`src/rtl/pc_sequencer_pkg.sv`:
```
// Shared types and widths for the program sequencer.
package pc_seq_pkg;

    localparam int unsigned PC_W      = 12;
    localparam int unsigned STK_DEPTH = 4;

    typedef enum logic [1:0] {
        IDLE = 2'd0,
        RUN  = 2'd1,
        DONE = 2'd2
    } seq_state_t;

endpackage

```
`src/rtl/pc_sequencer_if.sv`:
```
// Handshake, decoder-control and fetch-address bundle between the sequencer and its environment.
interface pc_sequencer_if
    import pc_seq_pkg::*;
#(
    parameter int unsigned D = PC_W
) ();

    logic         start;
    logic         stall;
    logic         absjump_en;
    logic         branch_en;
    logic         cond_flag;
    logic         call_en;
    logic         ret_en;
    logic         halt;
    logic [D-1:0] target;
    logic [D-1:0] prog_ctr;
    logic         fetch_valid;
    logic         done;
    logic         stk_err;

    // Environment side: drives controls, observes fetch address and status
    modport master (
        output start, stall, absjump_en, branch_en, cond_flag,
        output call_en, ret_en, halt, target,
        input  prog_ctr, fetch_valid, done, stk_err
    );

    // Sequencer side
    modport slave (
        input  start, stall, absjump_en, branch_en, cond_flag,
        input  call_en, ret_en, halt, target,
        output prog_ctr, fetch_valid, done, stk_err
    );

endinterface

```
`src/rtl/pc_sequencer_ret_stack.sv`:
```
// LIFO return-address stack; overflowing pushes and underflowing pops are ignored here
// and flagged by the caller using full/empty.
module ret_stack #(
    parameter int unsigned D      = 12,
    parameter int unsigned SDEPTH = 4
) (
    input  logic         clk,
    input  logic         reset,
    input  logic         clr,
    input  logic         push,
    input  logic         pop,
    input  logic [D-1:0] din,
    output logic [D-1:0] dout,
    output logic         empty,
    output logic         full
);

    localparam int unsigned AW = $clog2(SDEPTH);
    localparam int unsigned PW = AW + 1;

    logic [D-1:0]  mem [SDEPTH];
    logic [PW-1:0] ptr;

    // Stack pointer: number of valid entries, 0..SDEPTH
    always_ff @(posedge clk or negedge reset) begin
        if (!reset) begin
            ptr <= '0;
        end else if (clr) begin
            ptr <= '0;
        end else if (push && !full) begin
            ptr <= ptr + PW'(1);
        end else if (pop && !empty) begin
            ptr <= ptr - PW'(1);
        end
    end

    // Entry storage; wiped on reset so nothing survives an abort
    always_ff @(posedge clk or negedge reset) begin
        if (!reset) begin
            for (int i = 0; i < int'(SDEPTH); i++) begin
                mem[i] <= '0;
            end
        end else if (push && !full && !clr) begin
            mem[AW'(ptr)] <= din;
        end
    end

    assign dout  = mem[AW'(ptr - PW'(1))];
    assign empty = (ptr == '0);
    assign full  = (ptr == PW'(SDEPTH));

endmodule

```
`src/rtl/pc_sequencer.sv`:
```
// Program sequencer: start/run/stall/halt control and next-PC resolution with a return stack.
module pc_sequencer
    import pc_seq_pkg::*;
#(
    parameter int unsigned D      = PC_W,
    parameter int unsigned SDEPTH = STK_DEPTH
) (
    input  logic           clk,
    input  logic           reset,
    pc_sequencer_if.slave  bus
);

    seq_state_t   state_q;
    seq_state_t   state_d;
    logic [D-1:0] pc_q;
    logic [D-1:0] pc_d;
    logic [D-1:0] pc_inc;
    logic         err_q;
    logic         err_d;
    logic         stk_push;
    logic         stk_pop;
    logic         stk_clr;
    logic [D-1:0] stk_dout;
    logic         stk_empty;
    logic         stk_full;
    logic         accept_start;
    logic         advance;

    // Wraps modulo 2**D; also the pushed return address
    assign pc_inc       = pc_q + D'(1);
    assign accept_start = bus.start && (state_q != RUN);
    assign advance      = (state_q == RUN) && !bus.stall && !bus.halt;

    // FSM state register
    always_ff @(posedge clk or negedge reset) begin
        if (!reset) begin
            state_q <= IDLE;
        end else begin
            state_q <= state_d;
        end
    end

    // FSM next-state
    always_comb begin
        state_d = state_q;
        case (state_q)
            IDLE:    if (bus.start) state_d = RUN;
            RUN:     if (!bus.stall && bus.halt) state_d = DONE;
            DONE:    if (bus.start) state_d = RUN;
            default: state_d = IDLE;
        endcase
    end

    // FSM outputs decoded from current state
    always_comb begin
        bus.fetch_valid = (state_q == RUN) && !bus.stall;
        bus.done        = (state_q == DONE);
    end

    // Next-PC priority resolution and stack/error side effects
    always_comb begin
        pc_d     = pc_q;
        err_d    = err_q;
        stk_push = 1'b0;
        stk_pop  = 1'b0;
        stk_clr  = 1'b0;
        if (accept_start) begin
            pc_d    = '0;
            err_d   = 1'b0;
            stk_clr = 1'b1;
        end else if (advance) begin
            if (bus.ret_en) begin
                if (!stk_empty) begin
                    stk_pop = 1'b1;
                    pc_d    = stk_dout;
                end else begin
                    err_d = 1'b1;
                    pc_d  = pc_inc;
                end
            end else if (bus.call_en) begin
                pc_d = bus.target;
                if (stk_full) begin
                    err_d = 1'b1;
                end else begin
                    stk_push = 1'b1;
                end
            end else if (bus.absjump_en || (bus.branch_en && bus.cond_flag)) begin
                pc_d = bus.target;
            end else begin
                pc_d = pc_inc;
            end
        end
    end

    // Program counter and sticky stack-error registers
    always_ff @(posedge clk or negedge reset) begin
        if (!reset) begin
            pc_q  <= '0;
            err_q <= 1'b0;
        end else begin
            pc_q  <= pc_d;
            err_q <= err_d;
        end
    end

    assign bus.prog_ctr = pc_q;
    assign bus.stk_err  = err_q;

    ret_stack #(
        .D      (D),
        .SDEPTH (SDEPTH)
    ) u_ret_stack (
        .clk   (clk),
        .reset (reset),
        .clr   (stk_clr),
        .push  (stk_push),
        .pop   (stk_pop),
        .din   (pc_inc),
        .dout  (stk_dout),
        .empty (stk_empty),
        .full  (stk_full)
    );

endmodule

```
`src/flat_wrapper.sv`:
```
// flat-port wrapper written by rule: the top's interface ports become plain ports
module pc_sequencer_flat import pc_seq_pkg::*;
#(
    parameter int unsigned D      = PC_W,
    parameter int unsigned SDEPTH = STK_DEPTH
)
  (clk, reset, bus_start, bus_stall, bus_absjump_en, bus_branch_en, bus_cond_flag, bus_call_en, bus_ret_en, bus_halt, bus_target, bus_prog_ctr, bus_fetch_valid, bus_done, bus_stk_err);
  pc_sequencer_if #(.D(D)) bus_i ();
  input  logic clk;
  input  logic reset;
  input wire logic [$bits(bus_i.start)-1:0] bus_start;
  input wire logic [$bits(bus_i.stall)-1:0] bus_stall;
  input wire logic [$bits(bus_i.absjump_en)-1:0] bus_absjump_en;
  input wire logic [$bits(bus_i.branch_en)-1:0] bus_branch_en;
  input wire logic [$bits(bus_i.cond_flag)-1:0] bus_cond_flag;
  input wire logic [$bits(bus_i.call_en)-1:0] bus_call_en;
  input wire logic [$bits(bus_i.ret_en)-1:0] bus_ret_en;
  input wire logic [$bits(bus_i.halt)-1:0] bus_halt;
  input wire logic [$bits(bus_i.target)-1:0] bus_target;
  output wire logic [$bits(bus_i.prog_ctr)-1:0] bus_prog_ctr;
  output wire logic [$bits(bus_i.fetch_valid)-1:0] bus_fetch_valid;
  output wire logic [$bits(bus_i.done)-1:0] bus_done;
  output wire logic [$bits(bus_i.stk_err)-1:0] bus_stk_err;
  assign bus_i.start = bus_start;
  assign bus_i.stall = bus_stall;
  assign bus_i.absjump_en = bus_absjump_en;
  assign bus_i.branch_en = bus_branch_en;
  assign bus_i.cond_flag = bus_cond_flag;
  assign bus_i.call_en = bus_call_en;
  assign bus_i.ret_en = bus_ret_en;
  assign bus_i.halt = bus_halt;
  assign bus_i.target = bus_target;
  assign bus_prog_ctr = bus_i.prog_ctr;
  assign bus_fetch_valid = bus_i.fetch_valid;
  assign bus_done = bus_i.done;
  assign bus_stk_err = bus_i.stk_err;
  pc_sequencer #(.D(D), .SDEPTH(SDEPTH)) u_core (.clk(clk), .reset(reset), .bus(bus_i));
endmodule
```
`config.mk`:
```
export PLATFORM = sky130hd
export DESIGN_NAME = pc_sequencer_flat
export DESIGN_NICKNAME = d
export VERILOG_FILES = /design/src/rtl/pc_sequencer_pkg.sv /design/src/rtl/pc_sequencer_if.sv /design/src/rtl/pc_sequencer_ret_stack.sv /design/src/rtl/pc_sequencer.sv /design/src/flat_wrapper.sv
export SDC_FILE = /design/constraint.sdc
export NUM_CORES = 1
export LEC_CHECK = 0
export ABC_AREA = 1
export BUFFER_PORTS_ARGS = -buffer_cell sky130_fd_sc_hd__clkbuf_2
export CAP_MARGIN = 30
export CORE_ASPECT_RATIO = 1.2
export CORE_MARGIN = 2
export CORE_UTILIZATION = 60
export CTS_BUF_LIST = sky130_fd_sc_hd__clkbuf_8
export DETAILED_ROUTE_END_ITERATION = 16
export GPL_TIMING_DRIVEN = 0
export PLACE_DENSITY = 0.81
export SLEW_MARGIN = 20
export SYNTH_ARGS = -nofsm -noshare
export SYNTH_HDL_FRONTEND = slang
export SYNTH_SLANG_ARGS = --single-unit
export TNS_END_PERCENT = 100
```
`constraint.sdc`:
```
create_clock -name clk -period 4.3 [get_ports clk]
set_clock_uncertainty 0.1 [all_clocks]
set_input_delay 0.215 -clock clk [delete_from_list [all_inputs] [get_ports clk]]
set_output_delay 0.215 -clock clk [all_outputs]
set_load 0.03 [all_outputs]
```
==> impl_metrics.env, run 1 <==
export IMPL_cpMaxStageDelayCell="clkbuf_1"
export IMPL_grt_overflow=0
export IMPL_io_buffers=36
export IMPL_antenna_found_initial=0
export IMPL_wl_um=9470
export IMPL_cts_sinks=66
export IMPL_cts_buffer_depth=2
export IMPL_io_pins=37
export IMPL_nNetsFinal=594
export IMPL_grt_pass1_wl_um=15600
export IMPL_finalWorstSetupSlack_ps=1430
export IMPL_clk_latency_ps=350
export IMPL_clkTransAtPathRegs_ps=70
export IMPL_worstPathCellList="inv_1 > clkbuf_1 > ha_1 > buf_2 > inv_1 > buf_2 > o21ai_0 > o22ai_1 > nand2_1 > nand2_1 > nor2_1 > nor2_1"
export IMPL_holdBufCountCts=1
export IMPL_fmax_mhz=349
export IMPL_synth_yosys_seq_area_share_pct=45.0
export IMPL_rows=31
export IMPL_synth_area_um2=3670
export IMPL_ctsResizeCount=0
export IMPL_post_cts_setup_buffers=0
export IMPL_initial_core_util_pct=61.5
export IMPL_crit_buf_inv=5
export IMPL_cts_tree="built"
export IMPL_ys_types=28
export IMPL_cts_buffers=9
export IMPL_synth_top_area_share_pct=45.0
export IMPL_hp_class="primary input to flop"
export IMPL_synth_area_leader_cell="dfrtp_1"
export IMPL_nFillCells=526
export IMPL_core_um2=5970
export IMPL_tightest_slew_ps=620
export IMPL_critical_path_class="flop to flop"
export IMPL_drt_iter0_drc=316
export IMPL_leakagePower_uw=0.00223
export IMPL_dp_hpwl_um=6620
export IMPL_yosys_warnings=0
export IMPL_outcome="finished, final reports clean"
export IMPL_cts_root_buf="clkbuf_8"
export IMPL_syn_nets=545
export IMPL_fp_dieArea_um2=6760
export IMPL_cp_startpoint="u_core.u_ret_stack.ptr[0]$_DFFE_PN0P_"
export IMPL_p_per_area_nw_per_um2=678
export IMPL_crit_path_end_kind="flop"
export IMPL_synth_seq_cells=66
export IMPL_antenna_left=0
export IMPL_crit_required_ps=4480
export IMPL_rsz0062_at_grt="false"
export IMPL_placed_area_um2=3980
export IMPL_synthTopCellsByArea="dfrtp_1 (45%), nand2_1 (20%), nor2_1 (5.6%), nand3_1 (4.8%), o21ai_1 (4.6%)"
export IMPL_drc=0
export IMPL_start_kind="flop"
export IMPL_firstDrtPassIters=5
export IMPL_reg2reg_from="u_core.u_ret_stack.ptr[0]$_DFFE_PN0P_"
export IMPL_relSlewSlack_pct=58.7
export IMPL_die_h_um=89.7
export IMPL_period_needed_ps=2870
export IMPL_gp_congestion=0.882
export IMPL_cp_top_family="buffers and inverters"
export IMPL_dpl_worst_slack_ps=1540
export IMPL_synth_most_common_cell="nand2_1"
export IMPL_hold_viol_final=0
export IMPL_ys_flop_type="dfrtp_1"
export IMPL_tns_ps=0
export IMPL_synth_edf_count=0
export IMPL_grt_pass1_vias=3251
export IMPL_htree_levels=3
export IMPL_async_flop_share_pct=100
export IMPL_via_count=3521
export IMPL_grt_start_max_net_pins=50
export IMPL_postSynthAreaPerCell_um2=7.10
export IMPL_vdd_drop_max_mv=0.452
export IMPL_dieWidth_um=75.4
export IMPL_setup_viol=0
export IMPL_slowest_delay_ps=490
export IMPL_drive_above_1_share_pct=15.1
export IMPL_syn_inst=517
export IMPL_stdcell_area_um2=4210
export IMPL_vias_per_cell=5.39
export IMPL_worstHoldStart="bus_halt"
export IMPL_wl_per_cell_um=14.5
export IMPL_finalCritPeriodShare_pct=66.7
export IMPL_holdWs_ps=4.34
export IMPL_grt_usage_pct=31.1
export IMPL_n_antenna_cell=0
export IMPL_cp_max_fo=12
export IMPL_maxSlewViolCount=0
export IMPL_critPathArrivalTime_ps=3050
export IMPL_final_core_util_pct=70.5
export IMPL_max_cap_violations=0
export IMPL_ys_top_cells_by_count="nand2_1 (191), dfrtp_1 (66), nor2_1 (55), inv_1 (42), nand3_1 (35)"
export IMPL_syn_to_final_growth_pct=14.7
## routing by layer
layer | wire [µm] | part of all wire [%] | up-vias | track usage (%)
li1 | - | - | 1735 | -
met4 | 201 | 2.1 | 0 | 13.4
met3 | 613 | 6.5 | 17 | 3.91
met5 | 0 | 0 | - | 0
met1 | 4090 | 43 | 1614 | 41.9
met2 | 4570 | 48 | 155 | 50.2
## metrics by stage
| step | power [µW] | std cells |
|---|---|---|
| CTS | 2830 | 653 |
| global placement | 2210 | 635 |
| finish | 2850 | 653 |
| global route | 3060 | 653 |
| detailed placement | 2250 | 636 |
| floorplan | 1880 | 517 |
## placed cells by master (no fill, tap or decap), drive strengths merged
cell | netlist | routed
bufinv | 0 | 2
a31oi | 2 | 2
a22o | 1 | 1
dlygate4sd3 | 0 | 1
nand4 | 3 | 3
nand3b | 2 | 2
a21oi | 16 | 16
nand3 | 35 | 35
buf | 11 | 12
xnor2 | 1 | 1
xor2 | 2 | 2
nor2 | 61 | 61
inv | 49 | 50
ha | 6 | 6
o211ai | 2 | 2
clkbuf | 5 | 50
dfrtp | 66 | 66
o22ai | 3 | 3
nand2 | 197 | 197
o21ai | 54 | 54
clkinv | 1 | 5
## state kept, by name, indices dropped and copies added (netlist names)
name	flops
u_core.u_ret_stack.mem	48
u_core.bus.prog_ctr	12
u_core.state_q	2
u_core.u_ret_stack.ptr	3
u_core.bus.stk_err	1
## power breakdown
| group | internal, µW | switching, µW | total, µW |
|---|---|---|---|
| sequential | 817 | 169 | 986 |
| clock | 326 | 261 | 588 |
| combinational | 386 | 893 | 1280 |
| total | 1530 | 1320 | 2850 |
## cell families (layout without fill, tap and decap cells)
logic type | count (synthesis) | count (layout) | share of synthesized area, %
compound gates | 78 | 78 | 11.1
xor+xnor | 3 | 3 | 0.920
fa+ha+maj | 6 | 6 | 2.04
buf+inv | 66 | 120 | 7.33
flops | 66 | 66 | 45.0
simple gates | 298 | 298 | 33.6
## layout make-up
| cell class | instances | area (µm²) | area share [%] |
|---|---|---|---|
| plain buffers | 16 | 80.1 | 1.90 |
| clock buffers | 9 | 124 | 2.94 |
| clock inverters | 7 | 92.6 | 2.20 |
| inverters | 50 | 189 | 4.49 |
| multi-input cells | 385 | 1750 | 41.6 |
| flip-flops and latches | 66 | 1650 | 39.2 |
| well taps | 82 | 103 | 2.44 |
| repair buffers | 38 | 220 | 5.23 |
## final timing paths
kind / end / slack, ps / cells after the start
min: u_core.state_q[1]$_DFFE_PN0P_ / 4 / 2
min reg2reg: u_core.u_ret_stack.mem[6]$_DFFE_PN0P_ / 390 / 2
max reg2reg: u_core.bus.prog_ctr[0]$_DFFE_PN0P_ / 1430 / 12
min in group asynchronous: u_core.u_ret_stack.mem[31]$_DFFE_PN0P_ / 190 / 2
max: u_core.bus.prog_ctr[0]$_DFFE_PN0P_ / 1430 / 12
max in group asynchronous: u_core.u_ret_stack.mem[33]$_DFFE_PN0P_ / 3360 / 3
Power figures use the tool's default switching activity.
==> run 2, diff against run 1 <==
==> constraint.sdc (replaced) <==
create_clock -name clk -period 2.8 [get_ports clk]
set_clock_uncertainty 0.1 [all_clocks]
set_input_delay 0.14 -clock clk [delete_from_list [all_inputs] [get_ports clk]]
set_output_delay 0.14 -clock clk [all_outputs]
set_load 0.03 [all_outputs]
==> impl_metrics.env, run 2 (same netlist as run 1, synthesis figures left out) <==
export IMPL_outcome="finished, final reports clean"
export IMPL_tightest_slew_ps=562
export IMPL_grt_overflow=0
export IMPL_clkTransAtPathRegs_ps=70
export IMPL_multi_input_area_um2=1750
export IMPL_fmax_mhz=387
export IMPL_p_int_uw=2380
export IMPL_initial_core_util_pct=61.5
export IMPL_power_frac_comb_pct=45.3
export IMPL_relSlewSlack_pct=62.3
export IMPL_rows=31
export IMPL_vdd_drop_max_mv=0.695
export IMPL_top_register="u_core.u_ret_stack.mem"
export IMPL_cp_max_fo=10
export IMPL_seqCellArea_um2=1650
export IMPL_worstHoldStart="bus_stall"
export IMPL_drive_above_1_share_pct=15.9
export IMPL_antenna_left=0
export IMPL_gp_congestion=0.882
export IMPL_io_buffers=36
export IMPL_via_count=3534
export IMPL_nFillCells=521
export IMPL_vias_per_cell=5.36
export IMPL_cts_buffers=9
export IMPL_setup_viol=0
export IMPL_drc=0
export IMPL_final_cell_mix="nand2_1 (191), dfrtp_1 (66), nor2_1 (55)"
export IMPL_nNetsFinal=600
export IMPL_htree_levels=3
export IMPL_switching_power_uw=2040
export IMPL_cts_buffer_depth=2
export IMPL_pwr_share_seq_pct=34.3
export IMPL_firstDrtPassIters=5
export IMPL_finalWorstSetupSlack_ps=214
export IMPL_grt_usage_pct=31.1
export IMPL_dpl_worst_slack_ps=37.6
export IMPL_hp_class="primary input to flop"
export IMPL_hold_viol_final=0
export IMPL_fp_dieArea_um2=6760
export IMPL_finalCritPeriodShare_pct=92.4
export IMPL_maxSlewViolCount=0
export IMPL_start_kind="flop"
export IMPL_io_pins=37
export IMPL_cts_tree="built"
export IMPL_period_needed_ps=2590
export IMPL_power_frac_clock_pct=20.4
export IMPL_n_antenna_cell=0
export IMPL_wl_per_cell_um=14.4
export IMPL_grt_start_max_net_pins=50
export IMPL_max_cap_violations=0
export IMPL_crit_required_ps=2970
export IMPL_largest_register_ff_count=48
export IMPL_final_common_cell="nand2_1"
export IMPL_tns_ps=0
export IMPL_clk_latency_ps=350
export IMPL_leakagePower_uw=0.00226
export IMPL_critical_path_class="flop to flop"
export IMPL_rsz0062_at_grt="false"
export IMPL_dieWidth_um=75.4
export IMPL_dp_hpwl_um=6620
export IMPL_crit_path_end_kind="flop"
export IMPL_p_per_area_nw_per_um2=1040
export IMPL_cts_sinks=66
export IMPL_syn_to_final_growth_pct=16.3
export IMPL_wl_um=9520
export IMPL_grt_pass1_vias=3254
export IMPL_switching_share_pct=46.2
export IMPL_grt_pass1_wl_um=15600
export IMPL_reg2reg_from="u_core.u_ret_stack.ptr[0]$_DFFE_PN0P_"
export IMPL_antenna_found_initial=0
export IMPL_cp_startpoint="u_core.u_ret_stack.ptr[0]$_DFFE_PN0P_"
export IMPL_cts_root_buf="clkbuf_8"
export IMPL_die_h_um=89.7
export IMPL_drt_iter0_drc=347
export IMPL_critPathArrivalTime_ps=2760
export IMPL_core_um2=5970
## run 2: what timing repair did
action	CTS	global route
buffers inserted	0	5
setup endpoints to repair	0	10
resized for setup	0	1
hold buffers	3	0
hold endpoints to repair	68	0
## run 2: final cells by class
class                           instances  share of cell area [%]
Buffer                                 15                    1.79
Timing Repair Buffer                   45                    6.51
Multi-Input combinational cell        385                    41.0
Tap cell                               82                    2.40
Inverter                               50                    4.51
Sequential cell                        66                    38.7
Clock inverter                          7                    2.17
Clock buffer                            9                    2.90
## run 2: final timing paths
path                                                          end  slack, ps  depth (start not counted)
setup / recovery               u_core.bus.prog_ctr[0]$_DFFE_PN0P_        210                         11
hold / removal                      u_core.state_q[0]$_DFFE_PN0P_         20                          3
setup reg to reg               u_core.bus.prog_ctr[0]$_DFFE_PN0P_        210                         11
hold reg to reg            u_core.u_ret_stack.mem[18]$_DFFE_PN0P_        390                          2
max in group asynchronous  u_core.u_ret_stack.mem[33]$_DFFE_PN0P_       1930                          3
min in group asynchronous  u_core.u_ret_stack.mem[19]$_DFFE_PN0P_        120                          2
## run 2: power by group through the flow
stage | Combinational (µW) | Clock (µW) | Sequential (µW)
after floorplan | 1250 | 0 | 1640
after global placement | 1880 | 0 | 1510
after detailed placement | 1930 | 0 | 1530
after CTS | 1950 | 897 | 1510
after global routing | 2240 | 938 | 1560
final | 2000 | 901 | 1520
## run 2: layer usage
metal / up-vias / global-route usage, % / share of wire (%) / routed length, µm
met1: 1614 / 42.0 / 43 / 4090
met3: 15 / 3.91 / 6.9 / 653
met4: 0 / 13.4 / 1.8 / 175
met5: - / 0 / 0 / 0
met2: 163 / 50.2 / 48 / 4600
li1: 1742 / - / - / -
## run 2: metrics by stage
step	hold WS, ps	utilization (%)	total power (µW)	instances	cell area, µm²
2_1_floorplan	-256	-	2890	517	3670
3_3_place_gp	289	66.2	3390	635	3950
3_5_place_dp	-38.5	66.7	3450	636	3980
4_1_cts	25.5	70.8	4360	655	4230
5_1_grt	39.9	71.4	4740	659	4270
6_report	16.6	71.4	4420	659	4270
## run 2: critical path, cell delays in order, from the launching register on
cell,delay [ps]
dfrtp_1,510
clkinvlp_4,270
ha_1,330
buf_2,200
inv_1,200
buf_2,280
o21ai_0,120
o22ai_1,210
nand2_1,80
nand2_1,60
nor2_1,50
nor2_1,80
==> run 3, diff against run 2 <==
==> constraint.sdc (replaced) <==
create_clock -name clk -period 2.8 [get_ports clk]
set_clock_uncertainty 0.1 [all_clocks]
set_input_delay 0.28 -clock clk [delete_from_list [all_inputs] [get_ports clk]]
set_output_delay 0.28 -clock clk [all_outputs]
set_load 0.03 [all_outputs]
==> impl_metrics.env, run 3 (same netlist as run 1, synthesis figures left out) <==
export IMPL_period_needed_ps=2570
export IMPL_cts_buffers=9
export IMPL_cp_max_fo=10
export IMPL_cts_buffer_depth=2
export IMPL_grt_pass1_wl_um=15600
export IMPL_final_cell_mix="nand2_1 (191), dfrtp_1 (66), nor2_1 (55)"
export IMPL_clk_latency_ps=350
export IMPL_cpMaxStageDelayCell="dfrtp_1"
export IMPL_drt_iter0_drc=363
export IMPL_final_core_util_pct=71.1
export IMPL_final_common_cell="nand2_1"
export IMPL_p_per_area_nw_per_um2=1040
export IMPL_p_int_uw=2380
export IMPL_holdWs_ps=72.4
export IMPL_critical_path_class="flop to flop"
export IMPL_nNetsFinal=598
export IMPL_n_antenna_cell=0
export IMPL_top_register="u_core.u_ret_stack.mem"
export IMPL_dieWidth_um=75.4
export IMPL_finalWorstSetupSlack_ps=228
export IMPL_vdd_drop_max_mv=0.697
export IMPL_tightest_slew_ps=551
export IMPL_max_cap_violations=0
export IMPL_io_pins=37
export IMPL_crit_buf_inv=4
export IMPL_cp_top_family="buffers and inverters"
export IMPL_drc=0
export IMPL_io_buffers=36
export IMPL_worstPathCellList="clkinvlp_4 > ha_1 > buf_2 > inv_1 > buf_2 > o21ai_0 > o22ai_1 > nand2_1 > nand2_1 > nor2_1 > nor2_1"
export IMPL_initial_core_util_pct=61.5
export IMPL_drive_above_1_share_pct=16.0
export IMPL_switching_share_pct=46.2
export IMPL_relSlewSlack_pct=63.0
export IMPL_htree_levels=3
export IMPL_cts_sinks=66
export IMPL_tns_ps=0
export IMPL_start_kind="flop"
export IMPL_pwr_share_seq_pct=34.4
export IMPL_hp_class="primary input to flop"
export IMPL_wl_per_cell_um=14.5
export IMPL_dpl_worst_slack_ps=37.6
export IMPL_wl_um=9500
export IMPL_syn_to_final_growth_pct=15.7
export IMPL_largest_register_ff_count=48
export IMPL_critPathArrivalTime_ps=2750
export IMPL_cts_tree="built"
export IMPL_antenna_found_initial=0
export IMPL_grt_pass1_vias=3251
export IMPL_core_um2=5970
export IMPL_finalCritPeriodShare_pct=91.9
export IMPL_cts_root_buf="clkbuf_8"
export IMPL_fp_dieArea_um2=6760
export IMPL_switching_power_uw=2040
export IMPL_setup_viol=0
export IMPL_hold_viol_final=0
export IMPL_rsz0062_at_grt="false"
export IMPL_firstDrtPassIters=6
export IMPL_die_h_um=89.7
export IMPL_maxSlewViolCount=0
export IMPL_grt_start_max_net_pins=50
export IMPL_nFillCells=525
export IMPL_crit_path_end_kind="flop"
export IMPL_crit_required_ps=2980
export IMPL_power_frac_comb_pct=45.3
export IMPL_antenna_left=0
export IMPL_dp_hpwl_um=6620
export IMPL_via_count=3568
export IMPL_outcome="finished, final reports clean"
export IMPL_grt_overflow=0
export IMPL_grt_usage_pct=31.1
export IMPL_vias_per_cell=5.43
export IMPL_leakagePower_uw=0.00225
export IMPL_power_frac_clock_pct=20.4
export IMPL_fmax_mhz=389
export IMPL_gp_congestion=0.882
export IMPL_slowest_delay_ps=510
export IMPL_rows=31
export IMPL_clkTransAtPathRegs_ps=70
-- run 3: per-layer routing --
layer / up-vias / track usage (%) / routed length [µm]
li1: 1738 / - / -
met2: 159 / 50.2 / 4580
met3: 26 / 3.91 / 609
met1: 1645 / 41.9 / 4080
met4: 0 / 13.4 / 233
met5: - / 0 / 0
-- run 3: power groups by stage --
stage | sequential, µW | clock [µW] | combinational, µW
2_1_floorplan | 1640 | 0 | 1250
3_5_place_dp | 1530 | 0 | 1930
4_1_cts | 1510 | 897 | 1950
6_report | 1520 | 900 | 2000
5_1_grt | 1560 | 938 | 2240
3_3_place_gp | 1510 | 0 | 1880
-- run 3: what timing repair did --
| item | CTS | global route |
|---|---|---|
| hold endpoints to repair | 17 | 0 |
| endpoints found under the setup margin | 0 | 10 |
| buffers inserted | 0 | 5 |
| resized for setup | 0 | 1 |
| hold buffers | 1 | 0 |
-- run 3: cell type report --
type / instances / area [µm²] / share of cell area (%)
plain buffers: 15 / 76.3 / 1.80
clock buffers: 9 / 124 / 2.92
clock inverters: 7 / 92.6 / 2.18
inverters: 50 / 193 / 4.54
multi-input cells: 385 / 1750 / 41.2
flip-flops and latches: 66 / 1650 / 38.9
well taps: 82 / 103 / 2.42
repair buffers: 43 / 258 / 6.07
-- run 3: final timing paths --
check / from / end / slack [ps] / cells past startpoint
min in group asynchronous: reset / u_core.u_ret_stack.mem[19]$_DFFE_PN0P_ / 260 / 2
min: bus_halt / u_core.state_q[1]$_DFFE_PN0P_ / 70 / 2
max in group asynchronous: reset / u_core.u_ret_stack.mem[33]$_DFFE_PN0P_ / 1780 / 3
max: u_core.u_ret_stack.ptr[0]$_DFFE_PN0P_ / u_core.bus.prog_ctr[0]$_DFFE_PN0P_ / 230 / 11
max reg2reg: u_core.u_ret_stack.ptr[0]$_DFFE_PN0P_ / u_core.bus.prog_ctr[0]$_DFFE_PN0P_ / 230 / 11
min reg2reg: u_core.u_ret_stack.mem[6]$_DFFE_PN0P_ / u_core.u_ret_stack.mem[6]$_DFFE_PN0P_ / 390 / 2
-- run 3: per-stage QoR --
step / total power [µW] / cell area (µm²) / std cells
2_1_floorplan: 2890 / 3670 / 517
3_3_place_gp: 3390 / 3950 / 635
3_5_place_dp: 3450 / 3980 / 636
4_1_cts: 4350 / 4210 / 653
5_1_grt: 4740 / 4250 / 657
6_report: 4420 / 4250 / 657
-- run 3: worst register-to-register path: cells and delay by family, from the launching register on --
| family | cells | cell delay, ps |
|---|---|---|
| simple gates | 4 | 270 |
| fa+ha+maj | 1 | 330 |
| compound gates | 2 | 330 |
| flops | 1 | 510 |
| buf+inv | 4 | 960 |
